### src/rtl/gbe_und_pkg.sv
//-----------------------------------------------------------------------------
// Module      : gbe_und_pkg
// Description : Shared state encoding and status-word layout for the GbE
//               underrun monitor.
// Revision    : 1.0 - initial release
//-----------------------------------------------------------------------------
`default_nettype none

package gbe_und_pkg;

    typedef enum logic [1:0] {
        ST_IDLE  = 2'd0,
        ST_FRAME = 2'd1,
        ST_GAP   = 2'd2
    } state_t;

    localparam int STICKY_BIT = 31;
    localparam int STATUS_W   = 32;

    // The upper field sits directly above the underrun count, below the sticky bit.
    function automatic int frm_field_lsb(input int und_w);
        return und_w;
    endfunction

    function automatic int frm_field_msb(input int und_w);
        return STICKY_BIT - 1 + (und_w - und_w);
    endfunction

endpackage

`default_nettype wire

### src/rtl/gbe_und_satcnt.sv
//-----------------------------------------------------------------------------
// Module      : gbe_und_satcnt
// Description : Up-counter with synchronous clear (clear beats increment) and
//               optional saturation at all-ones.
// Revision    : 1.0 - initial release
//-----------------------------------------------------------------------------
`default_nettype none

module gbe_und_satcnt #(
    parameter int WIDTH  = 16,
    parameter bit SAT_EN = 1'b1
) (
    input  logic             clk,
    input  logic             rst,
    input  logic             i_inc,
    input  logic             i_clr,
    output logic [WIDTH-1:0] o_cnt
);

    localparam logic [WIDTH-1:0] c_ONE = {{(WIDTH-1){1'b0}}, 1'b1};

    logic [WIDTH-1:0] r_cnt;

    always_ff @(posedge clk or posedge rst) begin
        if (rst) begin
            r_cnt <= '0;
        end else if (i_clr) begin
            r_cnt <= '0;
        end else if (i_inc) begin
            if (!(SAT_EN && (r_cnt == {WIDTH{1'b1}}))) begin
                r_cnt <= r_cnt + c_ONE;
            end
        end
    end

    assign o_cnt = r_cnt;

endmodule

`default_nettype wire

### src/rtl/gbe_und_monitor.sv
//-----------------------------------------------------------------------------
// Module      : gbe_und_monitor
// Description : Counts mid-frame valid gaps (underruns) and completed frames on
//               the loopback mux stream; packs them into a 32-bit status word.
//               Build option GBE_UND_MAXGAP_EN replaces the frame count field
//               with the longest observed gap length.
// Revision    : 1.0 - initial release
//-----------------------------------------------------------------------------
`default_nettype none

module gbe_und_monitor
    import gbe_und_pkg::*;
#(
    parameter int UND_W   = 16,
    parameter int FRM_W   = 15,
    parameter int UND_SAT = 1
) (
    input  logic        user_clk,
    input  logic        user_rst,
    input  logic        mux_valid,
    input  logic        mux_eof,
    input  logic        sw_clr,
    output logic [31:0] user_data_out,
    output logic        und_pulse
);

    localparam int c_FRM_LSB = frm_field_lsb(UND_W);
    localparam int c_FRM_MSB = frm_field_msb(UND_W);

    generate
        if ((UND_W + FRM_W != 31) || (c_FRM_MSB - c_FRM_LSB + 1 != FRM_W)) begin : g_width_check
            $error("gbe_und_monitor: UND_W + FRM_W must equal 31");
        end
    endgenerate

    state_t           r_state;
    state_t           w_state_nxt;
    logic             r_sw_clr_d;
    logic             r_sticky;
    logic             r_und_pulse;
    logic             w_clr;
    logic             w_und_evt;
    logic             w_frm_evt;
    logic [UND_W-1:0] w_und_cnt;
    logic [FRM_W-1:0] w_field;

    always_ff @(posedge user_clk or posedge user_rst) begin
        if (user_rst) begin
            r_state <= ST_IDLE;
        end else begin
            r_state <= w_state_nxt;
        end
    end

    always_comb begin
        w_state_nxt = r_state;
        w_und_evt   = 1'b0;
        unique case (r_state)
            ST_IDLE: begin
                if (mux_valid && !mux_eof) w_state_nxt = ST_FRAME;
            end
            ST_FRAME: begin
                if (mux_valid && mux_eof) begin
                    w_state_nxt = ST_IDLE;
                end else if (!mux_valid) begin
                    w_state_nxt = ST_GAP;
                    w_und_evt   = 1'b1;
                end
            end
            ST_GAP: begin
                if (mux_valid) w_state_nxt = mux_eof ? ST_IDLE : ST_FRAME;
            end
            default: w_state_nxt = ST_IDLE;
        endcase
    end

    // Eof without valid is meaningless on this bus and never completes a frame.
    assign w_frm_evt = mux_valid && mux_eof;
    assign w_clr     = sw_clr && !r_sw_clr_d;

    always_ff @(posedge user_clk or posedge user_rst) begin
        if (user_rst) begin
            r_sw_clr_d  <= 1'b0;
            r_sticky    <= 1'b0;
            r_und_pulse <= 1'b0;
        end else begin
            r_sw_clr_d  <= sw_clr;
            r_und_pulse <= w_und_evt;
            if (w_clr) begin
                r_sticky <= 1'b0;
            end else if (w_und_evt) begin
                r_sticky <= 1'b1;
            end
        end
    end

    gbe_und_satcnt #(
        .WIDTH  (UND_W),
        .SAT_EN (UND_SAT != 0)
    ) u_und_cnt (
        .clk   (user_clk),
        .rst   (user_rst),
        .i_inc (w_und_evt),
        .i_clr (w_clr),
        .o_cnt (w_und_cnt)
    );

`ifdef GBE_UND_MAXGAP_EN
    logic [FRM_W-1:0] w_gap_len;
    logic [FRM_W-1:0] r_max_gap;
    logic             w_gap_inc;
    logic             w_gap_exit;

    // The entry cycle counts, so a gap of N idle cycles reads back as N.
    assign w_gap_inc  = w_und_evt || ((r_state == ST_GAP) && !mux_valid);
    assign w_gap_exit = (r_state == ST_GAP) && mux_valid;

    gbe_und_satcnt #(
        .WIDTH  (FRM_W),
        .SAT_EN (1'b1)
    ) u_gap_cnt (
        .clk   (user_clk),
        .rst   (user_rst),
        .i_inc (w_gap_inc),
        .i_clr (w_clr || w_gap_exit),
        .o_cnt (w_gap_len)
    );

    always_ff @(posedge user_clk or posedge user_rst) begin
        if (user_rst) begin
            r_max_gap <= '0;
        end else if (w_clr) begin
            r_max_gap <= '0;
        end else if (w_gap_exit && (w_gap_len > r_max_gap)) begin
            r_max_gap <= w_gap_len;
        end
    end

    assign w_field = r_max_gap;
`else
    logic [FRM_W-1:0] r_frm_cnt;

    always_ff @(posedge user_clk or posedge user_rst) begin
        if (user_rst) begin
            r_frm_cnt <= '0;
        end else if (w_clr) begin
            r_frm_cnt <= '0;
        end else if (w_frm_evt) begin
            r_frm_cnt <= r_frm_cnt + {{(FRM_W-1){1'b0}}, 1'b1};
        end
    end

    assign w_field = r_frm_cnt;
`endif

    assign user_data_out = {r_sticky, w_field, w_und_cnt};
    assign und_pulse     = r_und_pulse;

endmodule

`default_nettype wire

### config.mk
export PLATFORM = sky130hd
export DESIGN_NAME = gbe_und_monitor
export DESIGN_NICKNAME = d
export VERILOG_FILES = /design/src/rtl/gbe_und_pkg.sv /design/src/rtl/gbe_und_satcnt.sv /design/src/rtl/gbe_und_monitor.sv
export SDC_FILE = /design/constraint.sdc
export NUM_CORES = 1
export LEC_CHECK = 0
export ABC_CLOCK_PERIOD_IN_PS = 3970
export CAP_MARGIN = 20
export CORE_MARGIN = 2
export CORE_UTILIZATION = 35
export DETAILED_ROUTE_END_ITERATION = 6
export GPL_ROUTABILITY_DRIVEN = 0
export PLACE_DENSITY_LB_ADDON = 0.25
export SYNTH_ARGS = -nofsm -noshare
export SYNTH_HDL_FRONTEND = slang
export SYNTH_SLANG_ARGS = --single-unit
### constraint.sdc
create_clock -name user_clk -period 3.97 [get_ports user_clk]
set_input_delay 0.397 -clock user_clk [delete_from_list [all_inputs] [get_ports user_clk]]
set_output_delay 0.397 -clock user_clk [all_outputs]
set_load 0.05 [all_outputs]
==> flow_summary.json <==
{
  "grt_overflow": 0,
  "hp-class": "flip-flop to flip-flop",
  "maxCapViolCount": 0,
  "worst-path-max-fanout": 21,
  "wl_per_cell_um": 13.25,
  "rr_worst_depth": 4,
  "via_count": 1564,
  "drv_slew": 0,
  "crit_required_ns": 4.18,
  "core-area_sq_mm": 0.005042,
  "timing.hold.ws_ns": 0.4896,
  "fin_nets": 238,
  "p_sw_mw": 0.2114,
  "clock-root-buffer": "clkbuf_8",
  "dp.cells": 294,
  "power_frac_clock_pct": 40.2,
  "regArea_sq_um": 900.9,
  "dieWidth_um": 76.02,
  "dieHeight_um": 76.02,
  "whs_path_depth": 1,
  "finalSetupTns_ns": 0,
  "cp-startpoint": "mux_valid",
  "grt_pass1_wl_um": 6920,
  "cts_buffers": 5,
  "port_buffers": 37,
  "wl_um": 4002,
  "worst-r2r-setup-slack_ns": 1.62,
  "ys_ff_latch": 36,
  "p_sw_share_pct": 26.26,
  "worstPathArrival_ns": 2.82,
  "yosys-top-cells-area": "dfrtp_1 (50%), xnor2_1 (4.8%), a21oi_1 (4.4%)",
  "tightest_slew_ns": 0.5585,
  "grt_pass1_vias": 1438,
  "finalSetupViolCount": 0,
  "clkTransAtPathRegs_ns": 0.07,
  "max_clock_freq_mhz": 383.6,
  "start_util_pct": 36.00,
  "dp_hpwl_um": 2745,
  "outcome": "finished, final reports clean",
  "syn-num-nets": 200,
  "ys.flop_type": "dfrtp_1",
  "cts_max_level": 2,
  "rsz0062_at_grt": "no",
  "hold_viol_final": 0,
  "postRouteAntennaNets": 0,
  "ir_worst_vdd_mv": 0.1527,
  "syn_inst": 193,
  "sequentialPowerShare_pct": 48.3,
  "yosysWarnings": 0,
  "clock_sinks": 36,
  "r2r_start": "r_state[1]$_DFFE_PP0P_",
  "post-route-drc-count": 0,
  "fin_worst_skew_ns": 0.006008,
  "clk_latency_ns": 0.30,
  "power_leakage_nw": 0.8742,
  "powerDensity_mw_per_mm2": 340.5,
  "combPwrFrac_pct": 11.5,
  "synth_edf_count": 0,
  "period_share_pct": 65.67,
  "num_rows": 26,
  "drt-vias-per-instance": 5.179,
  "grt_max_degree": 37,
  "min_to": "r_state[0]$_DFFE_PP0P_",
  "layout-drive-gt1-share_pct": 6.034,
  "async_reset_ff_share_pct": 100.0,
  "cp-end-kind": "flip-flop",
  "synthDistinctLibCells": 32,
  "intPower_mw": 0.5937,
  "grt_usage_pct": 15.05,
  "postCtsSetupBuffers": 0,
  "holdBufCountCts": 0,
  "synth_common_cells": "dfrtp_1 (36), a21oi_1 (16), nor2_1 (15)",
  "dr.pass1.iters": 4,
  "clockBufferDepth": 2,
  "synth_area_sq_mm": 0.001815,
  "rr_endpoint": "u_und_cnt.o_cnt[11]$_DFFE_PP0P_",
  "tritoncts": "done",
  "fin_crit_ns": 2.607,
  "multi_input_area_sq_um": 842.1,
  "syn_avg_cell_area_sq_um": 9.407,
  "max_slew_margin_pct": 62.77,
  "synth_largest_area_cell": "dfrtp_1",
  "startpoint_type": "primary input",
  "grt_antenna_before_repair": 0,
  "ys_seq_area_share_pct": 49.62,
  "die_area_sq_mm": 0.005779,
  "drtIter0Drc": 109,
  "final_cell_count_no_fill": 302,
  "hold_path_startpoint": "r_state[1]$_DFFE_PP0P_",
  "cts_resized": 0,
  "ioPinCount": 38,
  "area_growth_pct": 30.26,
  "antenna_cells": 0,
  "synth.most_common_cell": "dfrtp_1",
  "critical_path_class": "primary input to flip-flop",
  "synth_top_area_share_pct": 49.62,
  "fillers": 475
}
-- cell type report --
type / instances / area share, %
Sequential cell: 36 / 38.10
Multi-Input combinational cell: 139 / 35.61
Timing Repair Buffer: 40 / 16.61
Tap cell: 70 / 3.704
Clock buffer: 6 / 3.069
Clock inverter: 2 / 1.481
Inverter: 9 / 1.429
-- through the flow --
step                      cell area, sq um  power [mW]  utilization [%]  worst slack (ns)
after floorplan                       1815      0.4589                -             1.595
after global placement                2257      0.4896            44.76             1.092
after detailed placement              2257      0.4900            44.76             1.068
after CTS                             2365      0.8135            46.90             1.368
after global routing                  2365      0.8395            46.90             1.255
final                                 2365      0.8051            46.90             1.363
-- power groups by stage --
stage / clock network, mW / registers (mW) / logic, mW
finish: 0.324 / 0.389 / 0.0922
global placement: 0 / 0.396 / 0.0932
floorplan: 0 / 0.421 / 0.0381
global route: 0.347 / 0.391 / 0.102
detailed placement: 0 / 0.397 / 0.0935
CTS: 0.330 / 0.390 / 0.0939
-- placed cells by master, fill, tap and decap left out --
cell type        instances
clkdlybuf4s50_1         37
dfrtp_1                 36
a21oi_1                 16
nor2_1                  15
nand2_1                 12
or3_1                   12
nand3_1                 11
o21ai_0                 10
xnor2_1                 10
inv_1                    9
o31ai_1                  8
or4_1                    8
nand4_1                  7
nor4_1                   5
clkbuf_8                 5
a31oi_1                  4
buf_4                    3
or2_2                    2
and4_1                   2
a211oi_1                 2
xor2_1                   2
nor3_1                   2
ha_1                     2
or3b_1                   1
nor4_2                   1
nor2b_2                  1
o21bai_1                 1
nand2b_1                 1
o311a_1                  1
or2_0                    1
nor3b_1                  1
o211ai_1                 1
bufinv_16                1
clkinv_2                 1
clkbuf_1                 1
-- critical path: stages --
cell,delay [ns]
clkdlybuf4s50_1,0.53
or3b_1,0.65
or4_1,0.69
or3_1,0.38
a31oi_1,0.16
-- sequential cells by signal, indices dropped and copies added, names as in the netlist --
name,cells
u_und_cnt.o_cnt,16
r_sw_clr_d,1
r_frm_cnt,15
r_state,2
r_sticky,1
und_pulse,1
-- how the worst max path moves through the flow --
stage | end | slack, ns
after CTS | u_und_cnt.o_cnt[11]$_DFFE_PP0P_ | 1.37
after global routing | u_und_cnt.o_cnt[9]$_DFFE_PP0P_ | 1.25
after floorplan | u_und_cnt.o_cnt[8]$_DFFE_PP0P_ | 1.60
after detailed placement | u_und_cnt.o_cnt[11]$_DFFE_PP0P_ | 1.07
final | u_und_cnt.o_cnt[11]$_DFFE_PP0P_ | 1.36
after global placement | u_und_cnt.o_cnt[11]$_DFFE_PP0P_ | 1.09
-- routing by layer --
| metal | global-route usage, % | routed length (um) |
|---|---|---|
| met5 | 0 | 0 |
| met4 | 6.000 | 65 |
| met3 | 4.028 | 152 |
| met2 | 23.13 | 1858 |
| met1 | 20.32 | 1926 |
-- cells by family (layout without fill, tap and decap cells) --
group           count (synthesis)  in the layout  synth area share, %
buf+inv                        18             57                4.480
xor+xnor                       12             12                5.789
flops                          36             36                49.62
fa+ha+maj                       2              2                1.378
simple gates                   82             82                24.67
compound gates                 43             43                14.06
(Power assumes the default switching activity.)
